===== src/rtl/fe_redirect_if.sv =====
// AGEX branch-resolution inputs and fetch-side outputs of the redirect unit.
interface fe_redirect_if #(
  parameter int unsigned DBITS = 32
);
  logic             agex_br_valid;
  logic             agex_br_taken;
  logic [DBITS-1:0] agex_br_target;
  logic [DBITS-1:0] agex_br_pc;
  logic             agex_pred_taken;
  logic [DBITS-1:0] agex_pred_target;
  logic             de_stall;
  logic [DBITS-1:0] fe_pc;
  logic             fe_valid;
  logic             fe_pred_taken;
  logic [DBITS-1:0] fe_pred_target;
  logic             squash;
  logic [15:0]      redirect_count;

  modport master (
    output agex_br_valid, agex_br_taken, agex_br_target, agex_br_pc,
           agex_pred_taken, agex_pred_target, de_stall,
    input  fe_pc, fe_valid, fe_pred_taken, fe_pred_target, squash, redirect_count
  );

  modport slave (
    input  agex_br_valid, agex_br_taken, agex_br_target, agex_br_pc,
           agex_pred_taken, agex_pred_target, de_stall,
    output fe_pc, fe_valid, fe_pred_taken, fe_pred_target, squash, redirect_count
  );
endinterface


===== src/rtl/fe_redirect_unit.sv =====
// Fetch PC owner: direct-mapped BTB prediction, AGEX mispredict redirect and refill bubble.
module fe_redirect_unit #(
  parameter int unsigned       DBITS        = 32,
  parameter logic [DBITS-1:0]  RESET_PC     = '0,
  parameter int unsigned       BTB_IDX_BITS = 4,
  parameter int unsigned       FLUSH_CYCLES = 1
) (
  input  logic         clk,
  input  logic         reset,
  fe_redirect_if.slave bus
);
  localparam int unsigned ENTRIES  = 1 << BTB_IDX_BITS;
  localparam int unsigned TAG_BITS = DBITS - BTB_IDX_BITS - 2;
  localparam int unsigned FCTR_W   = 3;

  typedef enum logic [1:0] {BOOT, RUN, FLUSH} state_t;

  typedef struct packed {
    logic                valid;
    logic [TAG_BITS-1:0] tag;
    logic [DBITS-1:0]    target;
    logic [1:0]          ctr;
  } btb_entry_t;

  state_t            state_q, state_d;
  logic [DBITS-1:0]  pc_q, pc_d;
  logic [FCTR_W-1:0] fctr_q, fctr_d;
  logic              valid_q;
  logic [15:0]       rcnt_q;
  btb_entry_t        btb_q [ENTRIES];

  // BTB lookup on the current fetch PC (sees pre-update contents)
  logic [BTB_IDX_BITS-1:0] lk_idx;
  logic [TAG_BITS-1:0]     lk_tag;
  btb_entry_t              lk_e;
  logic                    lk_hit, pred_taken;
  logic [DBITS-1:0]        pred_target;

  assign lk_idx      = pc_q[BTB_IDX_BITS+1:2];
  assign lk_tag      = pc_q[DBITS-1:BTB_IDX_BITS+2];
  assign lk_e        = btb_q[lk_idx];
  assign lk_hit      = lk_e.valid && (lk_e.tag == lk_tag);
  assign pred_taken  = lk_hit && lk_e.ctr[1];
  assign pred_target = pred_taken ? lk_e.target : '0;

  // Resolution check against the prediction carried down the pipe
  logic             mispredict;
  logic [DBITS-1:0] correct_pc;

  assign mispredict = bus.agex_br_valid &&
                      ((bus.agex_br_taken != bus.agex_pred_taken) ||
                       (bus.agex_br_taken && (bus.agex_br_target != bus.agex_pred_target)));
  assign correct_pc = bus.agex_br_taken ? bus.agex_br_target : bus.agex_br_pc + DBITS'(4);

  logic [BTB_IDX_BITS-1:0] up_idx;
  logic [TAG_BITS-1:0]     up_tag;
  btb_entry_t              up_e;
  logic                    up_hit;

  assign up_idx = bus.agex_br_pc[BTB_IDX_BITS+1:2];
  assign up_tag = bus.agex_br_pc[DBITS-1:BTB_IDX_BITS+2];
  assign up_e   = btb_q[up_idx];
  assign up_hit = up_e.valid && (up_e.tag == up_tag);

  always_ff @(posedge clk or negedge reset) begin
    if (!reset) begin
      state_q <= BOOT;
      pc_q    <= RESET_PC;
      fctr_q  <= '0;
      valid_q <= 1'b0;
      rcnt_q  <= '0;
    end else begin
      state_q <= state_d;
      pc_q    <= pc_d;
      fctr_q  <= fctr_d;
      valid_q <= (state_d == RUN);
      if (mispredict && (rcnt_q != 16'hFFFF)) rcnt_q <= rcnt_q + 16'd1;
    end
  end

  always_comb begin
    state_d = state_q;
    pc_d    = pc_q;
    fctr_d  = fctr_q;
    case (state_q)
      BOOT: state_d = RUN;
      RUN: begin
        // The resolving branch is older than any stalled instruction, so it wins
        if (mispredict) begin
          pc_d    = correct_pc;
          fctr_d  = FCTR_W'(FLUSH_CYCLES - 1);
          state_d = FLUSH;
        end else if (bus.de_stall) begin
          pc_d = pc_q;
        end else if (pred_taken) begin
          pc_d = pred_target;
        end else begin
          pc_d = pc_q + DBITS'(4);
        end
      end
      FLUSH: begin
        if (mispredict) begin
          pc_d   = correct_pc;
          fctr_d = FCTR_W'(FLUSH_CYCLES - 1);
        end else if (fctr_q == '0) begin
          state_d = RUN;
        end else begin
          fctr_d = fctr_q - FCTR_W'(1);
        end
      end
      default: state_d = BOOT;
    endcase
  end

  // BTB training: allocate on taken miss, 2-bit saturating counter on hit
  always_ff @(posedge clk or negedge reset) begin
    if (!reset) begin
      for (int i = 0; i < int'(ENTRIES); i++) btb_q[i] <= '0;
    end else if (bus.agex_br_valid) begin
      if (up_hit) begin
        if (bus.agex_br_taken) begin
          btb_q[up_idx].target <= bus.agex_br_target;
          if (up_e.ctr != 2'b11) btb_q[up_idx].ctr <= up_e.ctr + 2'd1;
        end else if (up_e.ctr != 2'b00) begin
          btb_q[up_idx].ctr <= up_e.ctr - 2'd1;
        end
      end else if (bus.agex_br_taken) begin
        btb_q[up_idx] <= '{valid: 1'b1, tag: up_tag, target: bus.agex_br_target, ctr: 2'b10};
      end
    end
  end

  assign bus.fe_pc          = pc_q;
  assign bus.fe_valid       = valid_q;
  assign bus.fe_pred_taken  = pred_taken;
  assign bus.fe_pred_target = pred_target;
  assign bus.squash         = mispredict;
  assign bus.redirect_count = rcnt_q;
endmodule

===== src/flat_wrapper.sv =====
// flat-port wrapper written by rule: the top's interface ports become plain ports
module fe_redirect_unit_flat 
#(
  parameter int unsigned       DBITS        = 32,
  parameter logic [DBITS-1:0]  RESET_PC     = '0,
  parameter int unsigned       BTB_IDX_BITS = 4,
  parameter int unsigned       FLUSH_CYCLES = 1
)
  (clk, reset, bus_agex_br_valid, bus_agex_br_taken, bus_agex_br_target, bus_agex_br_pc, bus_agex_pred_taken, bus_agex_pred_target, bus_de_stall, bus_fe_pc, bus_fe_valid, bus_fe_pred_taken, bus_fe_pred_target, bus_squash, bus_redirect_count);
  fe_redirect_if #(.DBITS(DBITS)) bus_i ();
  input  logic clk;
  input  logic reset;
  input wire logic [$bits(bus_i.agex_br_valid)-1:0] bus_agex_br_valid;
  input wire logic [$bits(bus_i.agex_br_taken)-1:0] bus_agex_br_taken;
  input wire logic [$bits(bus_i.agex_br_target)-1:0] bus_agex_br_target;
  input wire logic [$bits(bus_i.agex_br_pc)-1:0] bus_agex_br_pc;
  input wire logic [$bits(bus_i.agex_pred_taken)-1:0] bus_agex_pred_taken;
  input wire logic [$bits(bus_i.agex_pred_target)-1:0] bus_agex_pred_target;
  input wire logic [$bits(bus_i.de_stall)-1:0] bus_de_stall;
  output wire logic [$bits(bus_i.fe_pc)-1:0] bus_fe_pc;
  output wire logic [$bits(bus_i.fe_valid)-1:0] bus_fe_valid;
  output wire logic [$bits(bus_i.fe_pred_taken)-1:0] bus_fe_pred_taken;
  output wire logic [$bits(bus_i.fe_pred_target)-1:0] bus_fe_pred_target;
  output wire logic [$bits(bus_i.squash)-1:0] bus_squash;
  output wire logic [$bits(bus_i.redirect_count)-1:0] bus_redirect_count;
  assign bus_i.agex_br_valid = bus_agex_br_valid;
  assign bus_i.agex_br_taken = bus_agex_br_taken;
  assign bus_i.agex_br_target = bus_agex_br_target;
  assign bus_i.agex_br_pc = bus_agex_br_pc;
  assign bus_i.agex_pred_taken = bus_agex_pred_taken;
  assign bus_i.agex_pred_target = bus_agex_pred_target;
  assign bus_i.de_stall = bus_de_stall;
  assign bus_fe_pc = bus_i.fe_pc;
  assign bus_fe_valid = bus_i.fe_valid;
  assign bus_fe_pred_taken = bus_i.fe_pred_taken;
  assign bus_fe_pred_target = bus_i.fe_pred_target;
  assign bus_squash = bus_i.squash;
  assign bus_redirect_count = bus_i.redirect_count;
  fe_redirect_unit #(.DBITS(DBITS), .RESET_PC(RESET_PC), .BTB_IDX_BITS(BTB_IDX_BITS), .FLUSH_CYCLES(FLUSH_CYCLES)) u_core (.clk(clk), .reset(reset), .bus(bus_i));
endmodule

===== config.mk =====
export PLATFORM = sky130hd
export DESIGN_NAME = fe_redirect_unit_flat
export DESIGN_NICKNAME = d
export VERILOG_FILES = /design/src/rtl/fe_redirect_if.sv /design/src/rtl/fe_redirect_unit.sv /design/src/flat_wrapper.sv
export SDC_FILE = /design/constraint.sdc
export NUM_CORES = 2
export LEC_CHECK = 0
export CAP_MARGIN = 20
export CORE_MARGIN = 3
export CORE_UTILIZATION = 55
export DETAILED_ROUTE_END_ITERATION = 10
export DONT_BUFFER_PORTS = 1
export PLACE_DENSITY = 0.7
export SLEW_MARGIN = 0
export SYNTH_ARGS = -nofsm -noshare
export SYNTH_HDL_FRONTEND = slang
export SYNTH_SLANG_ARGS = --single-unit
export TNS_END_PERCENT = 5

===== constraint.sdc =====
create_clock -name clk -period 6.2 [get_ports clk]
set_clock_uncertainty 0.15 [all_clocks]
set_input_delay 0.93 -clock clk [delete_from_list [all_inputs] [get_ports clk]]
set_output_delay 0.93 -clock clk [all_outputs]
set_load 0.03 [all_outputs]

-- After elaboration in Yosys (flattened, before gate mapping)
Cells that the tools add are included.
- flip-flop bits (word level): 1030
- bits of input ports: 102
- output and inout bits: 83
- word-level logic and storage cells: 146
- add/sub/neg operators: 6
- order comparisons: 3
- eq/ne operators: 13
- mux-type cells: 36
- bitwise gates (word level): 2
- reductions and logical operators: 17
- operator list (operator ; count):
    $mux 976 ; 5
    $bwmux 976 ; 4
    $demux 61 s4 ; 3
    $bmux 61 s4 ; 2
    $mux 61 ; 5
    $mux 32 ; 6
    $add 32x3->32 const B ; 2
    $pmux 32 s2 ; 1
    $eq 26x26->1 ; 2
    $mux 34 ; 1
    $ne 32x32->1 ; 1
    $add 16x1->16 const B ; 1
    $ne 16x16->1 const B ; 1
    $ge 5x5->1 const B ; 2
    $not 4->5 ; 2
    $mux 3 ; 3
    $reduce_and 3->1 ; 3
    $mux 2 ; 4
    $reduce_bool 2->1 ; 4
    $logic_and 1x1->1 ; 7
    $ne 3x2->1 const B ; 2
    $pmux 2 s3 ; 1
    $pmux 3 s2 ; 1
    $lt 5x1->1 const B ; 1
    other kinds (11) ; 13

-- Logic depth before layout (Yosys ltp)
- depth in word-level cells: 12
- mapped depth: 17
- mapped depth without buffers: 10

-- Worst setup path before layout
No wires, ideal clock.
- path kind: reg-to-output
- from: reg u_core.pc_q[2] (netlist: u_core.bus.fe_pc[2])
- to: out bus_fe_pred_target[22]
- arrival time: 4.368 ns
- required time: 5.120 ns
- path slack: 0.752 ns
- cell stages (with the launch flop): 14
- path buffers: 5
- cell sequence: dfrtp_1 -> buf_2 -> buf_2 -> buf_2 -> buf_2 -> mux4_2 -> a22oi_1 -> a21oi_1 -> nor4_1 -> o2111a_1 -> nand4b_1 -> nor4_2 -> clkbuf_1 -> and2_1
- cells in the longest elaborated chain, start to end: 8
- ends and longest elaborated chain (what ; line ; text):
    start, declared ; fe_redirect_unit.sv:26 ; logic [DBITS-1:0] pc_q, pc_d;
    start signal, assigned ; fe_redirect_unit.sv:74 ; pc_q <= pc_d;
    $not 4->5 (not written as such) * ; fe_redirect_unit.sv:41 ; assign lk_e = btb_q[lk_idx];
    $bmux 61 s4 * ; fe_redirect_unit.sv:41 ;
    $mux 61 (not written as such) * (2 in series) ; fe_redirect_unit.sv:41 ;
    $eq 26x26->1 ; fe_redirect_unit.sv:42 ; assign lk_hit = lk_e.valid && (lk_e.tag == lk_tag);
    $logic_and 1x1->1 ; fe_redirect_unit.sv:42 ;
    $logic_and 1x1->1 * ; fe_redirect_unit.sv:43 ; assign pred_taken = lk_hit && lk_e.ctr[1];
    via bus_fe_pred_taken ; flat_wrapper.sv:22 ; output wire logic [$bits(bus_i.fe_pred_taken)-1:0] bus_fe_pred_taken;
    $mux 32 * ; fe_redirect_unit.sv:44 ; assign pred_target = pred_taken ? lk_e.target : '0;
    end, declared ; flat_wrapper.sv:23 ; output wire logic [$bits(bus_i.fe_pred_target)-1:0] bus_fe_pred_target;
Mark *: on every way through the listed nets, which the timed path passes. The rest lies on a longest branch. The select of a mux whose other input is x is not followed.

-- Final worst setup path
- from: reg u_core.pc_q[3] (netlist: u_core.bus.fe_pc[3])
- to: out bus_fe_pred_target[16]
- cells in the longest elaborated chain, start to end: 8
- ends and longest elaborated chain (what ; line):
    $not 4->5 (not written as such) * ; fe_redirect_unit.sv:41
    $bmux 61 s4 * ; fe_redirect_unit.sv:41
    $mux 61 (not written as such) * (2 in series) ; fe_redirect_unit.sv:41
    $eq 26x26->1 ; fe_redirect_unit.sv:42
    $logic_and 1x1->1 ; fe_redirect_unit.sv:42
    $logic_and 1x1->1 ; fe_redirect_unit.sv:43
    $mux 32 * ; fe_redirect_unit.sv:44
Mark *: on every way between the ends. The rest lies on a longest branch, timed or not. The select of a mux whose other input is x is not followed.

==> flow_summary.yaml <==
route:
  drc: 0
  ant_nets: 0
  wire_per_inst_um: 32.0
  vias: 34300
  drt-initial-drc-count: 3434
  postRouteWirelength_um: 162000
  vias_per_cell: 6.79
  firstDrtPassIters: 5
logic_synthesis:
  yosysWarnings: 0
  ys_ff_latch: 1030
  synth_mux_area_share_pct: 36.6
  synth_adder_area_share_pct: 0.351
  synth_edf_count: 0
  synth-seq-area-share_pct: 48.2
  yosys.area_share.simple_pct: 6.10
  syn_area_per_cell_sq_um: 13.9
  synth_compound_area_share_pct: 2.96
  syn_inst: 3853
  ys_async_sr_fraction_pct: 100
  syn_nets: 3970
  synth_top_family_by_area: "multiplexers"
  ys_types: 72
  syn_area_sq_um: 53500
  synth-xor-area-share_pct: 2.52
  dominantRegCellSynth: "dfrtp_1"
clock_tree:
  clkSinkCount: 1030
  cts_tree: "built"
  ctsHtreeMaxLevel: 3
  cts_buffers: 108
  clkSlewWorstSetupHoldPaths_ns: 0.06
  root_buffer: "clkbuf_16"
  cts_setup_buffers: 0
  clk_latency_ns: 0.71
  cts.path.max_buffers: 3
floorplan:
  die_y_um: 318
  die_x_um: 318
  coreArea_sq_um: 95700
  dieArea_sq_um: 101000
  initial_core_util_pct: 55.9
  io_pins: 185
  num_rows: 113
cells_and_area:
  final_cell_mix: "1,026 x dfrtp_1, 869 x mux2_2, 381 x mux4_2, 291 x nand2_1, 111 x clkbuf_16"
  fin_util_pct: 61.0
  final_nets: 3817
  synthToLayoutAreaGrowth_pct: 9.14
  final_common_cell: "dfrtp_1"
  drive_gt1_share_pct: 42.3
timing:
  maxSlewViolCount: 121
  finalSetupViolCount: 0
  rsz0062_at_grt: "false"
  fmax_ghz: 0.168
  relSlewSlack_pct: -6.11
  final.setup.worst_slack_ns: 0.258
  hold_viol: 0
  fin_setup_tns_ns: 0
  tightest_slew_ns: 1.59
  period_share_pct: 95.8
  period_minus_slack_ns: 5.94
run_status:
  status: "finished with violations"
  violations: "slew limit"
placed_design:
  pre_cts_ws_ns: 0.865
  dpl.hpwl_um: 99700
  io_buffers: 0
  gp_congestion: 0.894
critical_path:
  critical_path_class: "flip-flop to primary output"
  r2r_end: "u_core.bus.fe_pc[0]"
  crit_fanout: 57
  timing.rr.start: "u_core.bus.fe_pc[3]"
  start_kind: "flip-flop"
  arrival_ns: 4.86
  critPathCaptureType: "primary output"
  r2r_cells: 11
  required_ns: 5.12
  reg2reg_slack_ns: 1.29
pwr:
  p_per_area_nw_per_um2: 413
  leakagePower_nw: 24.8
  vdd_drop_max_v: 0.000315
grt:
  grt_max_degree: 1031
  grt_pass1_wl_um: 239000
  gr-usage-all-layers_pct: 31.9
  antenna_found_initial: 13
  grt_pass1_vias: 34800
  grt_overflow: 0
run:
  cap_violations: 0
hold_path:
  min_path_type: "input port to asynchronous set/reset pin"
## registers in the layout, indices dropped and copies added, names as in the netlist
| register | cells |
|---|---|
| u_core.fctr_q | 3 |
| u_core.btb_q | 976 |
| u_core.bus.fe_valid | 1 |
| u_core.state_q | 2 |
| u_core.bus.fe_pc | 32 |
| u_core.bus.redirect_count | 16 |
## cell usage after synthesis (10+ instances only)
cell	instances	area, sq um
a21oi_1	42	210
a221oi_1	10	87.6
a22oi_1	33	248
and2_1	54	338
and3_1	14	87.6
buf_1	39	146
buf_2	49	245
buf_4	35	263
clkbuf_1	231	867
dfrtp_1	1030	25800
ha_1	15	188
inv_1	38	143
mux2_1	16	180
mux2_2	869	9790
mux2i_1	104	1040
mux4_2	381	8580
nand2_1	293	1100
nand2b_1	11	68.8
nand3_1	45	225
nand4_1	30	188
nor2_1	85	319
nor2b_1	13	81.3
nor3_1	18	90.1
nor3_4	12	195
nor4_1	26	163
o21ai_0	41	205
o22a_1	15	131
o22ai_1	21	131
or2_2	17	106
xnor2_1	87	762
xor2_1	65	569
## cell type report
| type | count | area (sq um) |
|---|---|---|
| Fill cell | 7298 | 37400 |
| Clock inverter | 36 | 407 |
| Multi-Input combinational cell | 2421 | 26200 |
| Antenna cell | 9 | 22.5 |
| Timing Repair Buffer | 96 | 983 |
| Tap cell | 1265 | 1580 |
| Clock buffer | 159 | 3240 |
| Inverter | 43 | 161 |
| Sequential cell | 1030 | 25800 |
## cell families (layout without fill, tap and decap cells)
group           count (synthesis)  count (layout)
compound gates                228             228
simple gates                  655             655
buf+inv                       402             334
mux                          1370            1370
fa+ha+maj                      15              15
other cells                     0               9
xor+xnor                      153             153
flops                        1030            1030
## how the worst max path moves through the flow
stage | startpoint | endpoint | slack, ns | cells after the start
3_3_place_gp | u_core.bus.fe_pc[2] | bus_fe_pred_target[5] | 0.91 | 10
6_report | u_core.bus.fe_pc[3] | bus_fe_pred_target[16] | 0.26 | 6
3_5_place_dp | u_core.bus.fe_pc[2] | bus_fe_pred_target[5] | 0.87 | 10
2_1_floorplan | u_core.bus.fe_pc[2] | bus_fe_pred_target[22] | 0.75 | 13
5_1_grt | u_core.bus.fe_pc[2] | bus_fe_pred_target[1] | 0.05 | 12
4_1_cts | u_core.bus.fe_pc[2] | bus_fe_pred_target[5] | 0.08 | 10
## metal layers
metal	share of wire (%)	global-route usage (%)
met5	0.015	0
met1	40	43.1
met2	46	48.4
met3	10	9.90
met4	4.4	13.1
## timing repair
item	in CTS	in global routing
gates resized for setup	0	5
endpoints found under the setup margin	0	4
endpoints found under the hold margin	1030	165
## where the power goes
| part | switching (mW) | total (mW) | internal (mW) |
|---|---|---|---|
| sequential | 1.50 | 9.62 | 8.11 |
| clock | 2.79 | 6.68 | 3.89 |
| combinational | 3.84 | 7.83 | 4.00 |
| total | 8.13 | 24.1 | 16.0 |
## critical path: stages (launching register included)
cell     delay (ns)
dfrtp_4        0.88
buf_4          0.35
buf_4          0.71
buf_4          0.69
mux4_2         0.43
mux4_2         0.59
and2_1         0.32
## per-stage QoR
stage	instances	area (sq um)	hold WS [ns]	power [mW]
finish	5059	58400	0.0775	24.1
global route	5051	58300	0.160	25.1
CTS	5045	58200	-0.159	24.0
detailed placement	4850	54500	0.307	17.3
global placement	4849	54500	0.301	17.1
floorplan	3853	53500	0.291	14.9
Power figures use the tool's default switching activity.
